`config.mk`:
```
export PLATFORM = sky130hd
export DESIGN_NAME = edge_threshold_stage
export DESIGN_NICKNAME = d
export VERILOG_FILES = /design/src/rtl/edge_threshold_stage.sv
export SDC_FILE = /design/constraint.sdc
export NUM_CORES = 1
export LEC_CHECK = 0
export BUFFER_PORTS_ARGS = -buffer_cell sky130_fd_sc_hd__buf_4
export CAP_MARGIN = 20
export CORE_MARGIN = 2
export CORE_UTILIZATION = 62
export CTS_CLUSTER_DIAMETER = 100
export DETAILED_ROUTE_END_ITERATION = 10
export MAX_ROUTING_LAYER = met4
export PLACE_DENSITY = 0.95
export SYNTH_ARGS = -nofsm -noshare
export SYNTH_HDL_FRONTEND = slang
export SYNTH_SLANG_ARGS = --single-unit
```
`constraint.sdc`:
```
create_clock -name clk -period 6.2 [get_ports clk]
set_input_delay 1.24 -clock clk [delete_from_list [all_inputs] [get_ports clk]]
set_output_delay 1.24 -clock clk [all_outputs]
set_load 0.02 [all_outputs]
```
`src/rtl/edge_threshold_stage.sv`:
```
// Border-masking threshold binariser downstream of the convolution filter.
// Tracks raster position, emits end-of-frame and a per-frame edge-pixel count.
module edge_threshold_stage #(
  parameter int IMG_WIDTH  = 640,
  parameter int IMG_HEIGHT = 480,
  parameter int W          = 8,
  parameter int BORDER     = 1,
  parameter int CNT_W      = $clog2(IMG_WIDTH*IMG_HEIGHT+1)
) (
  input  logic             clk,
  input  logic             rst_n,
  input  logic             x_valid,
  output logic             x_ready,
  input  logic [W-1:0]     x_data,
  input  logic [W-1:0]     threshold,
  output logic             y_valid,
  input  logic             y_ready,
  output logic [W-1:0]     y_data,
  output logic             y_last,
  output logic             stat_valid,
  output logic [CNT_W-1:0] stat_count
);

  localparam int CW = $clog2(IMG_WIDTH+1);
  localparam int RW = $clog2(IMG_HEIGHT+1);

  localparam logic [CW-1:0] COL_LAST = CW'(IMG_WIDTH-1);
  localparam logic [CW-1:0] COL_LO   = CW'(BORDER);
  localparam logic [CW-1:0] COL_HI   = CW'(IMG_WIDTH-BORDER);
  localparam logic [RW-1:0] ROW_LAST = RW'(IMG_HEIGHT-1);
  localparam logic [RW-1:0] ROW_LO   = RW'(BORDER);
  localparam logic [RW-1:0] ROW_HI   = RW'(IMG_HEIGHT-BORDER);

  typedef enum logic [1:0] {
    S_IDLE   = 2'd0,
    S_ACTIVE = 2'd1,
    S_REPORT = 2'd2
  } state_t;

  state_t           state, state_nxt;
  logic             run_q;
  logic [CW-1:0]    col;
  logic [RW-1:0]    row;
  logic [W-1:0]     thr_q;
  logic [CNT_W-1:0] count;

  logic [W-1:0]     buf0_data_p1, buf1_data_p1;
  logic             buf0_last_p1, buf1_last_p1;
  logic [1:0]       occ_p1;

  logic             accept, pop, last_px, border_px, edge_px;
  logic [W-1:0]     thr_eff, pix_p0;

  function automatic logic [W-1:0] binarise(input logic is_edge);
    return is_edge ? {W{1'b1}} : {W{1'b0}};
  endfunction

  function automatic logic [CNT_W-1:0] sat_inc(input logic [CNT_W-1:0] c,
                                               input logic inc);
    if (inc && (c != {CNT_W{1'b1}}))
      return c + CNT_W'(1);
    return c;
  endfunction

  // Stage p0: classify the pixel being accepted this cycle
  assign accept    = x_valid && x_ready;
  assign pop       = y_valid && y_ready;
  // The first pixel of a frame is judged against the live threshold it latches.
  assign thr_eff   = (state == S_IDLE) ? threshold : thr_q;
  assign last_px   = (col == COL_LAST) && (row == ROW_LAST);
  assign border_px = (col < COL_LO) || (col >= COL_HI) ||
                     (row < ROW_LO) || (row >= ROW_HI);
  assign edge_px   = !border_px && (x_data >= thr_eff);
  assign pix_p0    = binarise(edge_px);

  always_comb begin
    state_nxt  = state;
    x_ready    = 1'b0;
    stat_valid = 1'b0;
    case (state)
      S_IDLE: begin
        x_ready = run_q && (occ_p1 != 2'd2);
        if (accept)
          state_nxt = last_px ? S_REPORT : S_ACTIVE;
      end
      S_ACTIVE: begin
        x_ready = run_q && (occ_p1 != 2'd2);
        if (accept && last_px)
          state_nxt = S_REPORT;
      end
      S_REPORT: begin
        stat_valid = 1'b1;
        state_nxt  = S_IDLE;
      end
      default: state_nxt = S_IDLE;
    endcase
  end

  always_ff @(posedge clk or negedge rst_n) begin
    if (!rst_n) begin
      state <= S_IDLE;
      run_q <= 1'b0;
    end else begin
      state <= state_nxt;
      run_q <= 1'b1;
    end
  end

  always_ff @(posedge clk or negedge rst_n) begin
    if (!rst_n) begin
      col <= '0;
      row <= '0;
    end else if (accept) begin
      if (col == COL_LAST) begin
        col <= '0;
        row <= (row == ROW_LAST) ? '0 : row + RW'(1);
      end else begin
        col <= col + CW'(1);
      end
    end
  end

  always_ff @(posedge clk or negedge rst_n) begin
    if (!rst_n) begin
      thr_q      <= '0;
      count      <= '0;
      stat_count <= '0;
    end else if (accept) begin
      if (state == S_IDLE)
        thr_q <= threshold;
      if (last_px) begin
        stat_count <= sat_inc(count, edge_px);
        count      <= '0;
      end else begin
        count <= sat_inc(count, edge_px);
      end
    end
  end

  // Stage p1: two-entry skid buffer, entry 0 is the head driving y_*
  always_ff @(posedge clk or negedge rst_n) begin
    if (!rst_n) begin
      occ_p1       <= 2'd0;
      buf0_data_p1 <= '0;
      buf0_last_p1 <= 1'b0;
      buf1_data_p1 <= '0;
      buf1_last_p1 <= 1'b0;
    end else begin
      case ({accept, pop})
        2'b11: begin
          // Only reachable with one entry held, since a full buffer blocks x_ready.
          buf0_data_p1 <= pix_p0;
          buf0_last_p1 <= last_px;
        end
        2'b01: begin
          buf0_data_p1 <= buf1_data_p1;
          buf0_last_p1 <= buf1_last_p1;
          occ_p1       <= occ_p1 - 2'd1;
        end
        2'b10: begin
          if (occ_p1 == 2'd0) begin
            buf0_data_p1 <= pix_p0;
            buf0_last_p1 <= last_px;
          end else begin
            buf1_data_p1 <= pix_p0;
            buf1_last_p1 <= last_px;
          end
          occ_p1 <= occ_p1 + 2'd1;
        end
        default: ;
      endcase
    end
  end

  assign y_valid = (occ_p1 != 2'd0);
  assign y_data  = buf0_data_p1;
  assign y_last  = buf0_last_p1;

endmodule

```
* Word level (Yosys, flattened, before mapping)
Index checks and enable logic that the tools add are counted.
** Cells by class
- Add/subtract/negate cells :: 5
- Magnitude comparators :: 5
- Equal/unequal tests :: 12
- Mux-type cells :: 24
- Bitwise gates (word level) :: 1
- Reduce and logical (&&, ||, !) cells :: 24
** Operator list (number)
- $mux W19 :: 4
- $mux W8 :: 3
- $pmux W8 S3 :: 1
- $add A19 B1 Y19 const B :: 1
- $ne A19 B19 Y1 const B :: 1
- $reduce_and A2 Y1 :: 6
- $add A10 B1 Y10 const B :: 1
- $eq A10 B10 Y1 const B :: 1
- $ge A10 B10 Y1 const B :: 1
- $lt A10 B1 Y1 const B :: 1
- $mux W10 :: 1
- $add A9 B1 Y9 const B :: 1
- $eq A9 B9 Y1 const B :: 1
- $ge A9 B9 Y1 const B :: 1
- $lt A9 B1 Y1 const B :: 1
- $mux W9 :: 1
- $ge A8 B8 Y1 :: 1
- $mux W1 :: 8
- $ne A2 B2 Y1 const B :: 4
- $pmux W2 S2 :: 2
- $logic_and A1 B1 Y1 :: 7
- $eq A2 B2 Y1 const B :: 3
- $mux W2 :: 3
- $reduce_bool A2 Y1 :: 3
- 10 further kinds :: 14
** Word-level totals
- Flip-flop bits (word level) :: 88
- Input bits :: 20
- Output and inout port bits :: 31
- Logic and storage cells :: 83

* Longest topological paths before layout
Gate-level depths: netlist (run 1).
- Depth after elaboration :: 12
- Depth in mapped cells :: 11

* Worst setup path after synthesis (run 1)
OpenSTA, ideal clock, no wires.
- Kind :: input -> register
- Start :: in threshold[5]
- End :: reg count[10]
- Setup time :: 0.126 ns
- Data arrival time :: 3.119 ns
- Data required time :: 6.074 ns
- Setup slack :: 2.955 ns
- Stages :: 9
- Path buffers :: 0
- Path through :: mux2i_1 -> ha_1 -> nand2_1 -> or3_1 -> o221ai_1 -> nand4_1 -> nor3_4 -> nor2_2 -> a221o_1
** Between the ends
- Cells in the longest elaborated chain, start to end :: 9
** RTL lines
- start: declaration :: line 15 : input logic [W-1:0] threshold,
- $mux W8
- $ge A8 B8 Y1 :: line 73 : assign edge_px = !border_px && (x_data >= thr_eff);
- $logic_and A1 B1 Y1 :: line 73
- $logic_and A1 B1 Y1 :: line 60 : if (inc && (c != {CNT_W{1'b1}}))
- $mux W1 :: line 60
- $mux W1 :: line 131 : if (last_px) begin
- $mux W1 :: line 128 : end else if (accept) begin
- $reduce_bool A2 Y1 (no source line)
- $reduce_and A2 Y1 (no source line)
- end signal: assignment :: line 135 : count <= sat_inc(count, edge_px);
- end: declaration :: line 45 : logic [CNT_W-1:0] count;
Every way passes these cells. The select of a mux whose other input is x is not followed.
A chain may end at the register's enable or synchronous reset.

* Final worst setup path (run 1)
- Start :: reg state[1]
- End :: reg count[8]
** Between the ends
- Cells in the longest elaborated chain, start to end :: 10
- Elaborated cells between the ends (all ways) :: 14
- Those cells by class :: order compare (1); eq/ne (1); mux (5); reduce/logical (7)
** RTL lines
- start: declaration :: line 40 : state_t state, state_nxt;
- start signal: assignment :: line 104 : state <= state_nxt;
- $logic_not A2 Y1 :: line 69, 80
- $mux W8
- $ge A8 B8 Y1 :: line 73
- $logic_and A1 B1 Y1 :: line 73
- $logic_and A1 B1 Y1 :: line 60
- $mux W1 :: line 60
- $mux W1 :: line 131
- $mux W1 :: line 128
- $reduce_bool A2 Y1 (no source line)
- $reduce_and A2 Y1 (no source line) (*)
Mark *: on every way between the ends. The rest lies on a longest branch, timed or not. The select of a mux whose other input is x is not followed.

==> results.cfg, run 1 <==
[run_status]
status = finished, final reports clean

[clock_tree]
htree_levels = 3
cts_hold_buf = 0
numCtsBuffers = 9
cts_tree = yes
clock-root-buffer = clkbuf_8
clkLatencyLatePin_ps = 350
path_clk_slew_ps = 90
post-cts-setup-buffers = 0
cts_resized = 0
clkSinkCount = 74
clock_path_buffers = 2

[global_route]
grt_overflow_total = 0
grt_first_pass_wirelength_mm = 13.74
antenna_found_initial = 0
grt_max_degree = 75
grt_usage_pct = 27.17
grt_pass1_vias = 3036

[worst_setup_path]
worstSetupPathType = flop to flop
cp.required_ps = 6440
path_max_fanout = 25
arrival_ps = 3940
cp-end-kind = flop
cp-start-kind = flop

[routing]
wl_met1_mm = 3.685
dr.pass1.iters = 5
vias = 3205
routed_wirelength_mm = 8.454
drt_iter0_markers = 333
highest_layer = met4
final_antenna_net_count = 0
remaining_drc_errors = 0
vias_per_cell = 5.991
wl_met2_mm = 4.149
avgRoutedWirePerCell_um = 15.80
wl_met3_um = 465

[timing]
setup_viol = 0
finalHoldViolations = 0
fin_skew_ps = 14.45
rsz0062_at_grt = false
clock.fmax_mhz = 269.9
setup_tns_ps = 0
slew_violations = 0
fin_crit_sh_pct = 59.75
worst_pin_slew_ps = 902.7
fin_crit_ps = 3705
slew_headroom_pct = 39.82

[placement]
gp_congestion = 0.8499
placedCellCount = 519
dpl.hpwl_mm = 5.693
io_buffer_count = 50

[cells_and_area]
nNetsFinal = 489
area_growth_pct = 15.06
diodes = 0
nFillCells = 387
drive_above_1_share_pct = 17.83
stdcell_count = 535

[synth]
ys_async_sr_fraction_pct = 100.0
yosysTopAreaCell = dfrtp_1
ys_top_cells_by_area = dfrtp_1 48%, nand2_1 9.6%, ha_1 4.6%
syn_area_um2 = 3831
synth_fp_nets = 446
synthTopCellsByCount = 98 x nand2_1, 74 x dfrtp_1, 34 x nor2_1, 24 x o21ai_0, 22 x nand3_1
syn_area_per_cell_um2 = 9.299
netlist-cell-type-count = 52
netlist.area_leader.share_pct = 48.33
yosys_warnings = 0
synth-seq-area-share_pct = 48.33
yosysMostFrequentCell = nand2_1
ys_ff_latch = 74
synth_cells = 412
synthFlopType = dfrtp_1
synth_edf_count = 0

[pwr]
ir_worst_vdd_v = 0.0002584
powerDensity_nw_per_um2 = 309.7
p_leak_uw = 0.002198

[floorplanning]
die_h_um = 82.61
start_util_pct = 64.33
row_count = 28
die_x_um = 82.61
dieArea_um2 = 6824
num_io_pins = 51
placeableCoreArea_um2 = 5956

[worst_hold_path]
holdCritPathClass = flop to flop

[job]
maxCapViolations = 0
area by class of cell:
type                    instances  area (µm²)  area share (%)
flip-flops and latches         74        1852           42.01
clock buffers                   9       123.9           2.810
repair buffers                 52       390.4           8.856
well taps                      75       93.84           2.129
clock inverters                 7       93.84           2.129
inverters                       7       26.28          0.5961
multi-input cells             311        1828           41.47
final timing paths:
check | from | endpoint | slack (ps) | cells past startpoint
worst max register to register | state[1] | count[8] | 2500 | 11
min in group asynchronous | rst_n | thr_q[3] | 1010 | 1
worst max-delay path | state[1] | count[8] | 2500 | 11
worst min register to register | stat_count[16] | stat_count[16] | 480 | 2
worst min-delay path | stat_count[16] | stat_count[16] | 480 | 2
max in group asynchronous | rst_n | count[7] | 4590 | 1
critical path, cell delays in order (launching register included):
cell and delay [ps]:
dfrtp_1 410, nor2_1 660, mux2i_1 220, ha_1 370, nand2_1 70, or3_1 360
o221ai_1 270, nand4_1 220, nor3_4 190, buf_4 270, nor2_2 150, a221o_1 390
layer usage:
layer  up-vias  GRT usage [%]
met5         -              -
met4         0          11.64
met3        21          4.348
met2       128          43.06
met1      1538          34.89
li1       1518              -
registers in the layout (all words and copies together), names as in the netlist:
name          cells
occ_p1            2
run_q             1
buf1_last_p1      1
y_last            1
row               9
buf1_data_p1      1
thr_q             8
stat_count       19
col              10
y_data            1
count            19
state             2
layout by cell type (no fill, tap or decap), types with 2 or more instances in the layout:
cell / n
a211oi_1: 2
nand3_1: 22
mux2i_1: 9
ha_1: 14
nand2b_1: 3
o311ai_0: 2
and4_1: 3
nor2_2: 3
nor4_1: 3
a221o_1: 6
nand2_1: 98
o211ai_1: 4
mux2_2: 2
clkinv_2: 2
clkinvlp_4: 2
nor2_1: 34
inv_1: 7
a211o_1: 2
xnor2_1: 8
a31oi_1: 4
dfrtp_1: 74
clkbuf_8: 9
o21ai_0: 24
xor2_1: 7
and3_1: 12
a21oi_1: 6
or4_1: 3
or2_2: 3
nor2b_1: 2
buf_4: 52
nand4b_1: 2
nand4_1: 10
nor3_1: 4
bufinv_16: 2
where the power goes:
| part | leakage, µW | switching, µW | internal, µW |
|---|---|---|---|
| Clock | 0.000105 | 184 | 226 |
| Combinational | 0.00109 | 209 | 151 |
| Sequential | 0.00100 | 55.3 | 541 |
| Total | 0.00220 | 448 | 917 |
through the flow:
stage / util, % / hold WS [ps] / total power (µW) / instance area (µm²) / setup slack [ps]
floorplan: - / 441.8 / 849.6 / 3831 / 2955
global placement: 70.36 / 453.4 / 925.3 / 4190 / 2335
detailed placement: 70.36 / 463.5 / 954.6 / 4190 / 2213
CTS: 74.01 / 484.7 / 1365 / 4408 / 2530
global route: 74.01 / 510.3 / 1431 / 4408 / 2259
finish: 74.01 / 479.7 / 1365 / 4408 / 2495
kinds of logic (layout without fill, tap and decap cells):
group	Yosys count	after routing	synth area share, %
and+or+nand+nor	214	214	27.07
DFF	74	74	48.33
AOI/OAI and AO/OA	55	55	9.308
buffers and inverters	27	75	3.952
xor gates and xnor gates	15	15	3.429
adders and majority gates	14	14	4.572
muxes	12	12	3.233
other	1	1	0.09788
Power figures use the tool's default switching activity.
==> inputs of run 2 (changes only) <==
ABC_AREA = 1   (was default)
CORE_UTILIZATION = 53   (was 62)
PLACE_DENSITY = 0.86   (was 0.95)
clock period = 3 ns   (was 6.2 ns; I/O delays follow)
==> run 2 against run 1 <==
Against the previous run: first-iteration DRC count is 23% lower; largest power group unchanged; non-clock buffer count is 1 lower; via count is 12% higher; combinational power is 93% higher; largest cell class is now multi-input combinational cells; register-to-register slack worse by 2200 ps; die area is 32% higher; sequential power is 110% higher.
==> results.cfg, run 2 <==
[synth]
synth_top_family_by_area = simple AND/OR/NAND/NOR gates
ys_ff_latch = 74
yosys_warnings = 0
synthFlopType = dfrtp_1
synth_xor_area_share_pct = 4.799
synthTopCellsByCount = 116 x nand2_1, 74 x dfrtp_1, 57 x inv_1, 37 x nor2_1, 34 x nand3_1
synth_compound_area_share_pct = 4.713
synth_mux_area_share_pct = 5.056
yosys.area_share.simple_pct = 30.56
syn_area_per_cell_um2 = 8.489
synth_cells = 516
netlist-cell-type-count = 37
synthAdderAreaFrac_pct = 3.999
syn_area_um2 = 4380
synth-seq-area-share_pct = 42.27
yosysMostFrequentCell = nand2_1
ys_top_cells_by_area = dfrtp_1 42%, nand2_1 9.9%, inv_1 4.9%
synth_fp_nets = 550
ys_async_sr_fraction_pct = 100.0
netlist.area_leader.share_pct = 42.27
yosysTopAreaCell = dfrtp_1
synth_edf_count = 0

[floorplanning]
num_io_pins = 51
die_h_um = 94.91
dieArea_um2 = 9008
row_count = 33
placeableCoreArea_um2 = 8093
die_x_um = 94.91
start_util_pct = 54.13

[pwr]
p_leak_uw = 0.002541
ir_worst_vdd_v = 0.0005833
powerDensity_nw_per_um2 = 587.5

[routing]
final_antenna_net_count = 0
wl_met3_um = 333
routed_wirelength_mm = 9.100
highest_layer = met4
vias = 3597
remaining_drc_errors = 0
avgRoutedWirePerCell_um = 13.60
dr.pass1.iters = 5
vias_per_cell = 5.377
wl_met1_mm = 3.955
wl_met2_mm = 4.664
drt_iter0_markers = 255

[cells_and_area]
top_regs = count: 19 flops, stat_count: 19 flops, col: 10 flops
drive_above_1_share_pct = 20.04
mostFrequentLayoutCell = nand2_1
nNetsFinal = 593
area_growth_pct = 14.91
utilization_pct = 62.20
final_cell_mix = 116 x nand2_1, 74 x dfrtp_1, 57 x inv_1
diodes = 0

[placement]
dpl.hpwl_mm = 6.344
gp_congestion = 0.8511
io_buffer_count = 50

[global_route]
grt_usage_pct = 22.33
grt_max_degree = 75
grt_overflow_total = 0
antenna_found_initial = 0
grt_pass1_vias = 3412
grt_first_pass_wirelength_mm = 15.44

[worst_setup_path]
arrival_ps = 2890
cp-end-kind = flop
cp-start-kind = flop
path_max_fanout = 19
worstSetupPathType = flop to flop
cp.required_ps = 3230

[clock_tree]
cts_tree = yes
cts_hold_buf = 0
clkLatencyLatePin_ps = 350
clock_path_buffers = 2
cts_resized = 0
numCtsBuffers = 9
post-cts-setup-buffers = 0
clkSinkCount = 74
path_clk_slew_ps = 80
htree_levels = 3
clock-root-buffer = clkbuf_8

[timing]
rsz0062_at_grt = false
worst_pin_slew_ps = 928.8
clock.fmax_mhz = 375.5
setup_viol = 0
fin_crit_ps = 2663
setup_tns_ps = 0
finalHoldViolations = 0
slew_headroom_pct = 38.08
slew_violations = 0
fin_skew_ps = 18.29
fin_crit_sh_pct = 88.77

[worst_hold_path]
holdCritPathClass = input pin to asynchronous set/reset pin

[run_status]
status = finished, final reports clean

[job]
maxCapViolations = 0
## run 2: cell types whose count changed in the layout (fill, tap and decap cells not counted), sizes merged, moves of 11 or more
cell   previous run  this run
and3             12         1
inv               7        64
mux2i             9        21
nand2            99       123
nand3            23        50
nor2             37        50
xor2              7        18
## run 2: cell type report
class | count | area [µm²]
Tap cell | 105 | 131.4
Multi-Input combinational cell | 359 | 2161
Sequential cell | 74 | 1852
Clock inverter | 5 | 125.1
Timing Repair Buffer | 51 | 382.9
Inverter | 64 | 240.2
Fill cell | 704 | 3059
Clock buffer | 11 | 141.4
## run 2: kinds of logic (layout without fill, tap and decap cells)
kind of cell	count (synthesis)	in the layout
simple gates	259	259
buf+inv	83	131
flops	74	74
compound gates	39	39
xor+xnor	24	24
mux	22	22
fa+ha+maj	14	14
other cells	1	1
## run 2: through the flow
stage | std cells | worst slack (ps) | power, µW | area, µm² | hold slack, ps
3_3_place_gp | 653 | 341.8 | 1909 | 4762 | 469.9
5_1_grt | 669 | 109.7 | 3105 | 5034 | 480.0
6_report | 669 | 336.8 | 2957 | 5034 | 398.5
3_5_place_dp | 653 | 209.1 | 1947 | 4762 | 480.8
4_1_cts | 669 | 199.8 | 2976 | 5029 | 430.0
2_1_floorplan | 516 | 632.6 | 1759 | 4380 | 304.4
## run 2: critical path: stages (launching register included)
cell and delay, ps:
dfrtp_1 420, nor2_4 310, mux2i_1 300, ha_1 280
nand2_1 70, nand3_1 80, nand2_1 60, nand2_1 60
a21oi_1 340, nor2_8 150, nand3_4 250, inv_2 100
nand2_1 70, nand2_1 50
## run 2: where the power goes
group / leakage [µW] / internal (µW) / switching, µW
clock network: 0.000134 / 659 / 364
logic: 0.00152 / 263 / 429
registers: 0.000887 / 1110 / 130
## run 2: worst paths after layout
check | startpoint | cells after the start | to | slack (ps)
worst max-delay path | state[0] | 13 | count[4] | 340
min in group clk | stat_count[3] | 2 | stat_count[3] | 490
max in group asynchronous | rst_n | 1 | count[1] | 2000
worst min register to register | stat_count[3] | 2 | stat_count[3] | 490
worst max register to register | state[0] | 13 | count[4] | 340
worst min-delay path | rst_n | 1 | stat_count[12] | 400
## run 2: routing by layer
metal  vias to the layer above  track usage [%]
met1                      1741            27.41
met2                        88            37.71
met4                         0            8.213
met3                        11            2.953
met5                         -                -
li1                       1757                -
